===== config.mk =====
export PLATFORM = sky130hd
export DESIGN_NAME = vma_seq
export DESIGN_NICKNAME = d
export VERILOG_FILES = /design/src/rtl/vma_seq.sv
export SDC_FILE = /design/constraint.sdc
export NUM_CORES = 1
export LEC_CHECK = 0
export ABC_AREA = 1
export CAP_MARGIN = 20
export CORE_MARGIN = 5
export CORE_UTILIZATION = 51
export CTS_CLUSTER_SIZE = 28
export DETAILED_ROUTE_END_ITERATION = 6
export PLACE_DENSITY = 0.82
export SLEW_MARGIN = 10
export SYNTH_ARGS = -nofsm -noshare
export SYNTH_HDL_FRONTEND = slang
export SYNTH_SLANG_ARGS = --single-unit

===== constraint.sdc =====
create_clock -name clk -period 4.4 [get_ports clk]
set_clock_uncertainty 0.15 [all_clocks]
set_input_delay 0.66 -clock clk [delete_from_list [all_inputs] [get_ports clk]]
set_output_delay 0.66 -clock clk [all_outputs]
set_load 0.02 [all_outputs]

===== src/rtl/vma_seq.sv =====
// VMA sequencer: arbitrates trap/operand/fetch references for the single VMA register,
// steers the VMA source selects for one load, runs the memory cycle and latches faults.
module vma_seq #(
    parameter int unsigned ACK_TIMEOUT = 16,
    parameter int unsigned CNT_W       = 5
) (
    input  logic             clk,
    input  logic             rst,
    input  logic             fetch_req,
    input  logic             opnd_req,
    input  logic             opnd_write,
    input  logic             trap_req,
    output logic [2:0]       grant,
    output logic [1:0]       vma_sel,
    output logic             vma_ad,
    output logic             vma_inc,
    output logic [1:0]       vmax_sel,
    output logic             load_vma_held,
    output logic             load_pc,
    output logic             mem_start,
    output logic             mem_write,
    input  logic             mem_ack,
    input  logic             page_fail,
    input  logic             adr_brk_en,
    input  logic             adr_match,
    input  logic             err_clr,
    output logic             busy,
    output logic             done,
    output logic [1:0]       err
);

    typedef enum logic [2:0] {
        StIdle,
        StLoad,
        StStart,
        StWait,
        StDone,
        StFault
    } state_e;

    localparam logic [CNT_W-1:0] CntMax = CNT_W'(ACK_TIMEOUT - 1);

    state_e           state_q;
    logic [2:0]       req_q;      // one-hot {trap, opnd, fetch} of the current owner
    logic             wr_q;
    logic             rr_opnd_q;  // 1: operand wins the next opnd/fetch tie
    logic [CNT_W-1:0] cnt_q;
    logic [2:0]       grant_q;
    logic [1:0]       vma_sel_q;
    logic             vma_ad_q;
    logic             vma_inc_q;
    logic [1:0]       vmax_sel_q;
    logic             held_q;
    logic             load_pc_q;
    logic             done_q;
    logic             busy_q;
    logic [1:0]       err_q;

    logic [2:0]       win;
    logic             brk_hit;

    always_comb begin
        win = 3'b000;
        if (trap_req) begin
            win = 3'b100;
        end else if (opnd_req && fetch_req) begin
            win = rr_opnd_q ? 3'b010 : 3'b001;
        end else if (opnd_req) begin
            win = 3'b010;
        end else if (fetch_req) begin
            win = 3'b001;
        end
    end

    // Address break compares the freshly loaded VMA, so it can only be judged in START.
    assign brk_hit = adr_brk_en & adr_match & ~req_q[2];

    always_ff @(posedge clk or posedge rst) begin
        if (rst) begin
            state_q    <= StIdle;
            req_q      <= 3'b000;
            wr_q       <= 1'b0;
            rr_opnd_q  <= 1'b1;
            cnt_q      <= '0;
            grant_q    <= 3'b000;
            vma_sel_q  <= 2'b00;
            vma_ad_q   <= 1'b0;
            vma_inc_q  <= 1'b0;
            vmax_sel_q <= 2'b00;
            held_q     <= 1'b0;
            load_pc_q  <= 1'b0;
            done_q     <= 1'b0;
            busy_q     <= 1'b0;
            err_q      <= 2'b00;
        end else begin
            grant_q    <= 3'b000;
            vma_sel_q  <= 2'b00;
            vma_ad_q   <= 1'b0;
            vma_inc_q  <= 1'b0;
            vmax_sel_q <= 2'b00;
            held_q     <= 1'b0;
            load_pc_q  <= 1'b0;
            done_q     <= 1'b0;
            case (state_q)
                StIdle: begin
                    if (|win) begin
                        req_q     <= win;
                        wr_q      <= win[1] & opnd_write;
                        if (!win[2]) begin
                            rr_opnd_q <= win[0];
                        end
                        grant_q   <= win;
                        vma_sel_q <= 2'b10;
                        vma_ad_q  <= win[1];
                        vma_inc_q <= win[0];
                        vmax_sel_q <= win[0] ? 2'b01 : (win[1] ? 2'b11 : 2'b00);
                        busy_q    <= 1'b1;
                        state_q   <= StLoad;
                    end
                end
                StLoad: begin
                    held_q  <= 1'b1;
                    state_q <= StStart;
                end
                StStart: begin
                    if (brk_hit) begin
                        err_q   <= 2'b10;
                        state_q <= StFault;
                    end else begin
                        cnt_q   <= '0;
                        state_q <= StWait;
                    end
                end
                StWait: begin
                    cnt_q <= cnt_q + 1'b1;
                    if (page_fail) begin
                        err_q   <= 2'b01;
                        state_q <= StFault;
                    end else if (mem_ack) begin
                        done_q    <= 1'b1;
                        load_pc_q <= req_q[0];
                        state_q   <= StDone;
                    end else if (cnt_q == CntMax) begin
                        err_q   <= 2'b11;
                        state_q <= StFault;
                    end
                end
                StDone: begin
                    busy_q  <= 1'b0;
                    state_q <= StIdle;
                end
                StFault: begin
                    if (err_clr) begin
                        err_q   <= 2'b00;
                        busy_q  <= 1'b0;
                        state_q <= StIdle;
                    end
                end
                default: begin
                    busy_q  <= 1'b0;
                    state_q <= StIdle;
                end
            endcase
        end
    end

    assign grant         = grant_q;
    assign vma_sel       = vma_sel_q;
    assign vma_ad        = vma_ad_q;
    assign vma_inc       = vma_inc_q;
    assign vmax_sel      = vmax_sel_q;
    assign load_vma_held = held_q;
    assign load_pc       = load_pc_q;
    assign done          = done_q;
    assign busy          = busy_q;
    assign err           = err_q;
    // Start is suppressed in the same cycle an address break is detected.
    assign mem_start     = (state_q == StStart) & ~brk_hit;
    assign mem_write     = mem_start & wr_q;

endmodule


==> metrics, run 1 <==
Avg WL per Cell 12.1 um; largest net degree at the start of global routing 25; Final #Nets 170; final design utilization 0.703; Clock Latency Late Sink 0.31 ns; Setup CP Type in2out; Clock Tree Root clkbuf_4; Fin. Hold Viols 0; Synth Register Bits 24; Antenna Cells 0; CTS tree done; Vert. Die Dim 56.4 um; post-cts sizing count 0; Clock Path Buffers 2; Starting Density 0.549; Total GRT Usage 0.147; core area 2000 sq um; run status completed; Post-DP HPWL 1730 um; Max Slew Vio Count 0; Leak 0.711 nW; initial DRC count 37; ranking of synthesized cells by area dfrtp_1 52%, nand2_1 8.9%, nor2_1 6.5%; area grow syn2layout 28.0%; worst hold slack 0.339 ns; Peak Freq 349 MHz; row count 16; placer congestion estimate 0.891; Post-CTS Setup Repair Bufs 0; min cycle time layout 2.86 ns; layout cell share with drive strength beyond 1 0.0769; final setup TNS 0 ns; total grt overflow 0; crit path max fanout 6; final setup vio count 0; die area 3180 sq um; synth unique cells 22; PwrDens 602 nW/um^2; CTS Hold Bufs 0; period utilization 0.651; Max VDD drop 355 uV; YS warnings 0; number of cells after detailed placement 179; Synth Net Count 142; Worst setup SP type primary input; final cell count without fillers 183; vias in the first global route 876; clk slew on worst S/H paths 0.13 ns; Crit path required time 3.59 ns; Detail Route Antenna Nets 0; Seq/Total Area, Yosys 0.548; Die X 56.4 um; Final Instance Area 1410 sq um; DRC viols 0; routed wire length 2210 um; antenna violations before repair 0; final setup margin 1.54 ns; pre-CTS setup slack 1.53 ns; placed inst area 1370 sq um; Mapped Cells 129; Hold Crit Class reg2reg; share of the synthesized area in the top cell type 0.524; H-tree Lvls 1; Sink Count 24; total power 0.847 mW; Max-Slew Margin vs Limit 0.418; Ports 28; CTS buffer count 3; Port Buf Inserts 26; crit path DAT 2.05 ns; via count 941; Yosys top cell by area dfrtp_1; Avg Vias per Cell 5.14; Critical Path End Type primary output; Max-cap violations 0; mapped cell area 1100 sq um; RSZ-0062 raised after global routing no; syn avg cell area 8.52 sq um; First-pass DRT Iterations 4; worst slew pin tran 0.871 ns; first-pass GRT wire length 3740 um
power by group:
group	internal [mW]	switching, mW	total [mW]	leakage (nW)
logic	0.152	0.235	0.387	0.380
registers	0.295	0.0508	0.346	0.310
clock network	0.0505	0.0630	0.114	0.0210
total	0.498	0.349	0.847	0.711
cells in the final DEF, fill, tap and decap left out:
cell              n
nand2_1          26
clkdlybuf4s50_1  26
dfrtp_1          23
nor2_1           19
inv_1            17
nand3_1           9
o21ai_0           5
a21oi_1           4
nand2_2           3
o22ai_1           3
clkbuf_4          3
inv_2             2
nor3_1            2
nand4_1           2
o21ai_1           2
ha_1              2
nor2_4            1
nand2_4           1
nand3b_1          1
xor2_1            1
a31oi_1           1
conb_1            1
clkbuf_8          1
dfstp_2           1
cell families (layout without fill, tap and decap cells):
kind of cell | Yosys count | in the layout | share of synthesized area
buffers and inverters | 22 | 49 | 0.0854
flip-flops | 24 | 24 | 0.548
AND/OR/NAND/NOR | 64 | 64 | 0.260
AO/OA/AOI/OAI | 15 | 15 | 0.0729
other | 1 | 1 | 0.00341
XOR/XNOR | 1 | 1 | 0.00797
adder cells (fa/ha/maj) | 2 | 2 | 0.0228
state kept, by name (all words and copies together) (netlist names):
register,cells
busy,1
cnt_q,5
done,1
err,2
grant,1
load_pc,1
load_vma_held,1
req_q,2
rr_opnd_q,1
state_q,3
vma_ad,1
vma_inc,1
vma_sel,1
vmax_sel,2
wr_q,1
worst max-delay path, cell delays in order:
cell and delay [ns]:
clkdlybuf4s50_1 0.40, nand3_1 0.14, nand2_2 0.13, nor2_1 0.11, clkdlybuf4s50_1 0.61
Yosys cell counts (all sizes together):
cell type	number
inv	19
nand3b	1
o21ai	7
buf	3
xor2	1
o22ai	3
a31oi	1
nand2	30
nand4	2
ha	2
conb	1
dfrtp	23
dfstp	1
a21oi	4
nor3	2
nand3	9
nor2	20
path summary, 6_finish.rpt:
| kind | slack, ns | cells past startpoint | to | startpoint |
|---|---|---|---|---|
| max in group asynchronous | 2.90 | 2 | vma_sel[1]$_DFF_PP0_ | rst |
| max | 1.54 | 5 | mem_write | adr_match |
| min reg2reg | 0.34 | 2 | err[0]$_DFFE_PP0P_ | err[0]$_DFFE_PP0P_ |
| min in group asynchronous | 0.66 | 2 | cnt_q[0]$_DFFE_PP0P_ | rst |
| min | 0.34 | 2 | err[0]$_DFFE_PP0P_ | err[0]$_DFFE_PP0P_ |
| max reg2reg | 2.70 | 7 | state_q[0]$_DFFE_PP0P_ | cnt_q[0]$_DFFE_PP0P_ |
area by class of cell:
type	instances	area (sq um)
Multi-Input combinational cell	83	403
Clock buffer	4	36.3
Tap cell	27	33.8
Fill cell	162	596
Sequential cell	24	602
Inverter	19	71.3
Timing Repair Buffer	26	260
metal layers:
metal,track usage,wire (um),vias to the layer above,part of all wire
met5,0,0,-,0
met4,0.0542,25,0,0.011
met3,0.0344,159,5,0.072
met2,0.254,1080,35,0.49
met1,0.178,944,440,0.43
li1,-,-,461,-
Note: power is estimated with default switching activity, not from simulation.
==> run 2: changes to the inputs <==
--- a/config.mk
+++ b/config.mk
@@ -8,10 +8,10 @@
 export ABC_AREA = 1
 export CAP_MARGIN = 20
 export CORE_MARGIN = 5
-export CORE_UTILIZATION = 51
+export CORE_UTILIZATION = 43
 export CTS_CLUSTER_SIZE = 28
 export DETAILED_ROUTE_END_ITERATION = 6
-export PLACE_DENSITY = 0.82
+export PLACE_DENSITY = 0.73
 export SLEW_MARGIN = 10
 export SYNTH_ARGS = -nofsm -noshare
 export SYNTH_HDL_FRONTEND = slang
==> constraint.sdc (replaced) <==
create_clock -name clk -period 2.3 [get_ports clk]
set_clock_uncertainty 0.15 [all_clocks]
set_input_delay 0.345 -clock clk [delete_from_list [all_inputs] [get_ports clk]]
set_output_delay 0.345 -clock clk [all_outputs]
set_load 0.02 [all_outputs]
==> run 2 against run 1 <==
  * Critical path depth is 1 higher
  * Clock power is 95% higher
  * Combinational power is 90% higher
  * Non-clock buffer count increased by 2
  * Count of clock-buffer cells in the layout did not move
  * Utilization down 12 points
  * Sequential power up 91%
  * Flip-flop and latch count stayed put
  * Worst hold slack got worse by 0.13 ns
  * Critical path type is now reg2out
  * Largest cell class unchanged
  * Highest routed layer unchanged
==> metrics, run 2 (synthesized netlist as in run 1, its figures left out) <==
core area 2450 sq um (was 2000 sq um); crit path max fanout 6 (unchanged); Hold Crit Class in2async (was reg2reg); Total GRT Usage 0.144 (was 0.147); Seq pwr share 0.408 (was 0.409); fill count 237 (was 162); via count 966 (was 941); number of cells after detailed placement 184 (was 179); internal power 0.956 mW (was 0.498 mW); crit-path cells inv_2, nand2_1, nor2_1, nand2_2, nor2_1, dlygate4sd2_1 (was clkdlybuf4s50_1, nand3_1, nand2_2, nor2_1, clkdlybuf4s50_1); Ports 28 (unchanged); Critical Path End Type primary output (unchanged); Gate power share 0.454 (was 0.457); total grt overflow 0 (unchanged); post-cts sizing count 2 (was 0); Final Instance Area 1420 sq um (was 1410 sq um); vias in the first global route 967 (was 876); Crit path required time 1.80 ns (was 3.59 ns); Starting Density 0.448 (was 0.549); row count 18 (was 16); Antenna Cells 0 (unchanged); Avg Vias per Cell 5.14 (about the same); Final #Nets 172 (was 170); die area 3670 sq um (was 3180 sq um); H-tree Lvls 1 (unchanged); final setup vio count 0 (unchanged); Fin. Hold Viols 0 (unchanged); Max VDD drop 705 uV (was 355 uV); clk slew on worst S/H paths 0.13 ns (about the same); Peak Freq 453 MHz; cell repeated most along the worst path nor2_1 (was clkdlybuf4s50_1); largest net degree at the start of global routing 25 (unchanged); layout cell share with drive strength beyond 1 0.0886 (was 0.0769); most frequent cells in the layout 26 x nand2_1, 24 x clkdlybuf4s50_1, 23 x dfrtp_1 (was 26 x nand2_1, 26 x clkdlybuf4s50_1, 23 x dfrtp_1); Sink Count 24 (unchanged); clock power share 0.137 (was 0.134); final design utilization 0.580 (was 0.703); max reg flops 5 (unchanged); Avg WL per Cell 12.3 um (was 12.1 um); Clock Latency Late Sink 0.31 ns (about the same); placer congestion estimate 0.854 (was 0.891); run status completed (unchanged); crit path DAT 1.71 ns (was 2.05 ns); final cell count without fillers 188 (was 183); PwrDens 1130 nW/um^2 (was 602 nW/um^2); placed inst area 1390 sq um (was 1370 sq um); Detail Route Antenna Nets 0 (unchanged); final setup TNS 0 ns (unchanged); slowest cell on the critical path dfrtp_1 (was clkdlybuf4s50_1); Max Slew Vio Count 0 (unchanged); Clock Path Buffers 2 (unchanged); first-pass GRT wire length 3940 um (was 3740 um); Worst setup SP type flip-flop (was primary input); area grow syn2layout 29.5% (was 28.0%); CP Buf/Inv Count 2 (unchanged); largest registers cnt_q (5), state_q (3) (unchanged); Port Buf Inserts 26 (unchanged); First-pass DRT Iterations 4 (unchanged); routed wire length 2320 um (was 2210 um); CTS tree done (unchanged); initial DRC count 29 (was 37); DRC viols 0 (unchanged); min cycle time layout 2.21 ns; cell family with most CP delay flip-flops (was buffers and inverters); RSZ-0062 raised after global routing no (unchanged); Max-cap violations 0 (unchanged); Setup CP Type reg2out (was in2out); Switching Share 0.408 (was 0.412); Post-CTS Setup Repair Bufs 0 (unchanged); Post-DP HPWL 1840 um (was 1730 um); Clock Tree Root clkbuf_4 (unchanged); CTS buffer count 3 (unchanged); Sw Pwr 0.659 mW (was 0.349 mW); Leak 0.729 nW (was 0.711 nW); period utilization 0.959; CTS Hold Bufs 0 (unchanged); Vert. Die Dim 60.5 um (was 56.4 um); CP max stage delay 0.49 ns (was 0.61 ns); Biggest register cnt_q (unchanged); most common cell after layout, fill and taps aside nand2_1; antenna violations before repair 0 (unchanged); Die X 60.5 um (was 56.4 um)
run 2: per-layer routing:
| metal | vias up | global-route usage | wire length (um) |
|---|---|---|---|
| met5 | - | 0 | 0 |
| met4 | 0 | 0.0681 | 54 |
| met3 | 8 | 0.0319 | 175 |
| met2 | 37 | 0.265 | 1180 |
| met1 | 459 | 0.155 | 913 |
| li1 | 462 | - | - |
run 2: power by group through the flow:
stage               logic (mW)  clock network (mW)  registers, mW
finish                   0.734               0.222          0.660
detailed placement       0.744                   0          0.669
global route             0.828               0.247          0.681
global placement         0.725                   0          0.659
floorplan                0.406                   0          0.731
CTS                      0.743               0.227          0.660
run 2: layout make-up:
type                       count  area (sq um)  area share
multi-input combinational     83           403       0.283
sequential                    24           602       0.423
tap                           30          37.5      0.0264
timing repair buffer          28           273       0.192
clock buffer                   4          36.3      0.0255
inverter                      19          71.3      0.0501
run 2: tightest hold or removal path: stages:
cell,delay (ns)
clkdlybuf4s50_1,0.40
inv_1,0.05
buf_4,0.29
run 2: worst paths after layout:
path                                   startpoint                    end  slack, ns  depth (start not counted)
hold / removal                                rst      vma_inc$_DFF_PP0_       0.21                          3
setup reg to reg             cnt_q[0]$_DFFE_PP0P_     err[0]$_DFFE_PP0P_       0.59                         10
setup / recovery           state_q[2]$_DFFE_PP0P_              mem_write       0.09                          6
max in group asynchronous                     rst  rr_opnd_q$_DFFE_PP1P_       1.51                          3
hold reg to reg                err[1]$_DFFE_PP0P_     err[1]$_DFFE_PP0P_       0.35                          2
min in group clk               err[1]$_DFFE_PP0P_     err[1]$_DFFE_PP0P_       0.35                          2
run 2: stage by stage:
stage / worst slack [ns] / total power [mW] / hold WS [ns]
2_1_floorplan: 0.687 / 1.14 / 0.209
3_3_place_gp: 0.0956 / 1.38 / 0.310
3_5_place_dp: 0.0824 / 1.41 / 0.324
4_1_cts: 0.103 / 1.63 / 0.222
5_1_grt: 0.0267 / 1.76 / 0.245
6_report: 0.0940 / 1.61 / 0.210
==> run 3: changes to the inputs <==
--- a/config.mk
+++ b/config.mk
@@ -5,8 +5,9 @@
 export SDC_FILE = /design/constraint.sdc
 export NUM_CORES = 1
 export LEC_CHECK = 0
-export ABC_AREA = 1
+export ABC_CLOCK_PERIOD_IN_PS = 2300
 export CAP_MARGIN = 20
+export CORE_ASPECT_RATIO = 0.7
 export CORE_MARGIN = 5
 export CORE_UTILIZATION = 43
 export CTS_CLUSTER_SIZE = 28
==> run 3 against run 2 <==
  * Fmax decreased by 2.4%
  * Synthesized cell count fell by 19%
  * Final cell count fell by 9.6%
  * Flip-flop and latch count unchanged
  * Worst hold slack gained 0.052 ns
  * Non-clock buffer count is 4 higher
  * Global-route usage rose by 0.31 points
  * Critical endpoint is now mem_start
  * Largest cell class unchanged
  * Largest power group unchanged
==> metrics, run 3 <==
Seq pwr share 0.352 (was 0.408); Clock Latency Late Sink 0.27 ns (was 0.31 ns); First-pass DRT Iterations 4 (unchanged); Gate power share 0.448 (was 0.454); Biggest register cnt_q (unchanged); clock power share 0.199 (was 0.137); via count 903 (was 966); synth unique cells 40 (was 22); Synth Register Bits 24 (unchanged); Post-CTS Setup Repair Bufs 0 (unchanged); min cycle time layout 2.26 ns (was 2.21 ns); fill count 213 (was 237); YS warnings 0 (unchanged); Clock Tree Root clkbuf_8 (was clkbuf_4); max reg flops 5 (unchanged); Hold Crit Class in2async (unchanged); period utilization 0.983 (was 0.959); reg2reg start cnt_q[0]$_DFFE_PP0P_ (unchanged); Sink Count 24 (unchanged); Critical Path End Type primary output (unchanged); crit path max fanout 8 (was 6); layout cell share with drive strength beyond 1 0.110 (was 0.0886); crit path launch state_q[2]$_DFFE_PP0P_ (unchanged); Max Slew Vio Count 0 (unchanged); mapped cell area 1120 sq um (was 1100 sq um); Yosys top cell by area dfrtp_1 (unchanged); Final #Nets 150 (was 172); Mapped Cells 105 (was 129); share of the synthesized area in the top cell type 0.515 (was 0.524); Max-cap violations 0 (unchanged); Crit path required time 1.80 ns (about the same); ranking of synthesized cells by area dfrtp_1 52%, buf_4 2.7%, nor2_1 2.7% (was dfrtp_1 52%, nand2_1 8.9%, nor2_1 6.5%); Seq/Total Area, Yosys 0.539 (was 0.548); RSZ-0062 raised after global routing no (unchanged); Fin. Hold Viols 0 (unchanged); area grow syn2layout 35.4% (was 29.5%); placer congestion estimate 0.823 (was 0.854); final setup vio count 0 (unchanged); ys async rst share 1.00 (unchanged); first-pass GRT wire length 4210 um (was 3940 um); vias in the first global route 888 (was 967); most common cell in the netlist dfrtp_1 (was nand2_1); Antenna Cells 0 (unchanged); Sw Pwr 0.658 mW (was 0.659 mW); Synth Net Count 118 (was 142); Setup CP Type reg2out (unchanged); Peak Freq 442 MHz (was 453 MHz); crit path DAT 1.77 ns (was 1.71 ns); die area 3730 sq um (was 3670 sq um); Port Buf Inserts 26 (unchanged); CTS buffer count 3 (unchanged); DRC viols 0 (unchanged); Max VDD drop 814 uV (was 705 uV); PwrDens 1220 nW/um^2 (was 1130 nW/um^2); H-tree Lvls 1 (unchanged); internal power 1.19 mW (was 0.956 mW); run status completed (unchanged); Clock Path Buffers 2 (unchanged); Worst setup SP type flip-flop (unchanged); Avg Vias per Cell 5.31 (was 5.14); top cells by count, synth 23 x dfrtp_1, 8 x nor2_1, 6 x inv_1 (was 26 x nand2_1, 23 x dfrtp_1, 19 x nor2_1); clk slew on worst S/H paths 0.09 ns (was 0.13 ns); CTS Hold Bufs 0 (unchanged); row count 15 (was 18); largest net degree at the start of global routing 25 (unchanged); Die X 70.9 um (was 60.5 um); syn avg cell area 10.6 sq um (was 8.52 sq um); FF-to-FF End err[0]$_DFFE_PP0P_ (unchanged); Reg2Reg Depth 6 (was 10); core area 2480 sq um (was 2450 sq um); top_reg_cell synth dfrtp_1 (unchanged); antenna violations before repair 0 (unchanged); final setup TNS 0 ns (unchanged); Ports 28 (unchanged); R2R Setup Slk 0.15 ns (was 0.59 ns); most common cell after layout, fill and taps aside clkdlybuf4s50_1 (was nand2_1); routed wire length 2450 um (was 2320 um); Detail Route Antenna Nets 0 (unchanged); Post-synth EDFFs 0 (unchanged); Total GRT Usage 0.147 (was 0.144); final design utilization 0.611 (was 0.580); CTS tree done (unchanged); Switching Share 0.355 (was 0.408); total grt overflow 0 (unchanged); Avg WL per Cell 14.4 um (was 12.3 um); Vert. Die Dim 52.7 um (was 60.5 um); Leak 0.685 nW (was 0.729 nW); largest registers cnt_q (5), state_q (3) (unchanged); initial DRC count 47 (was 29); most frequent cells in the layout 25 x clkdlybuf4s50_1, 23 x dfrtp_1, 8 x nor2_1 (was 26 x nand2_1, 24 x clkdlybuf4s50_1, 23 x dfrtp_1); Post-DP HPWL 1860 um (was 1840 um); Starting Density 0.451 (was 0.448)
## run 3: cell count changes after synthesis, moves of 4 or more
cell / delta
and2_1: +4
and3_1: +4
nor2_1: -11
inv_1: -11
nand3_1: -8
nand2_1: -23
nand2b_1: +4
## run 3: cell type report
class | count | area [sq um] | area share
multi-input combinational | 70 | 470 | 0.311
clock inverter | 1 | 30.0 | 0.0199
timing repair buffer | 32 | 304 | 0.201
tap | 34 | 42.5 | 0.0281
sequential | 24 | 602 | 0.398
clock buffer | 3 | 41.3 | 0.0273
inverter | 6 | 22.5 | 0.0149
## run 3: worst max-delay path by stage
stage / end / slack [ns] / depth (start not counted)
2_1_floorplan: err[0]$_DFFE_PP0P_ / 0.22 / 6
3_3_place_gp: mem_start / 0.09 / 4
3_5_place_dp: mem_start / 0.07 / 4
4_1_cts: mem_start / 0.04 / 3
5_1_grt: mem_start / 0.005 / 3
6_report: mem_start / 0.04 / 3
## run 3: repair_timing
item	in CTS	in global routing
cloned	0	0
resized for setup	1	1
hold endpoints to repair	0	0
setup endpoints to repair	1	2
## run 3: logic make-up (layout without fill, tap and decap cells)
| kind of cell | after synthesis | after routing | share of synthesized area |
|---|---|---|---|
| and+or+nand+nor | 37 | 37 | 0.189 |
| xor gates and xnor gates | 1 | 1 | 0.00784 |
| other | 1 | 1 | 0.00336 |
| AOI/OAI and AO/OA | 28 | 28 | 0.177 |
| buffers and inverters | 11 | 42 | 0.0515 |
| adders and majority gates | 2 | 2 | 0.0224 |
| muxes | 1 | 1 | 0.0101 |
| DFF | 24 | 24 | 0.539 |
## run 3: metal layers
metal | GRT usage | routed length [um]
met1 | 0.193 | 1120
met2 | 0.235 | 1150
met3 | 0.0402 | 154
met4 | 0.0469 | 28
met5 | 0 | 0
## run 3: critical path, stage by stage (launching register included)
cell	delay [ns]
dfrtp_1	0.38
and2b_4	0.30
and3_1	0.20
clkdlybuf4s50_1	0.62
## run 3: per-stage QoR
stage | setup WS (ns) | hold WS [ns] | area (sq um) | std cells | total power, mW
2_1_floorplan | 0.221 | 0.209 | 1120 | 105 | 1.17
3_3_place_gp | 0.0908 | 0.321 | 1430 | 166 | 1.46
3_5_place_dp | 0.0738 | 0.327 | 1430 | 166 | 1.48
4_1_cts | 0.0405 | 0.274 | 1500 | 170 | 1.85
5_1_grt | 0.00467 | 0.307 | 1510 | 170 | 1.97
6_report | 0.0389 | 0.262 | 1510 | 170 | 1.85
## run 3: power groups by stage
stage               clock (mW)  combinational, mW  sequential (mW)
floorplan                    0              0.439            0.734
global route             0.393              0.905            0.675
finish                   0.369              0.830            0.652
CTS                      0.377              0.823            0.654
detailed placement           0              0.819            0.661
global placement             0              0.802            0.654
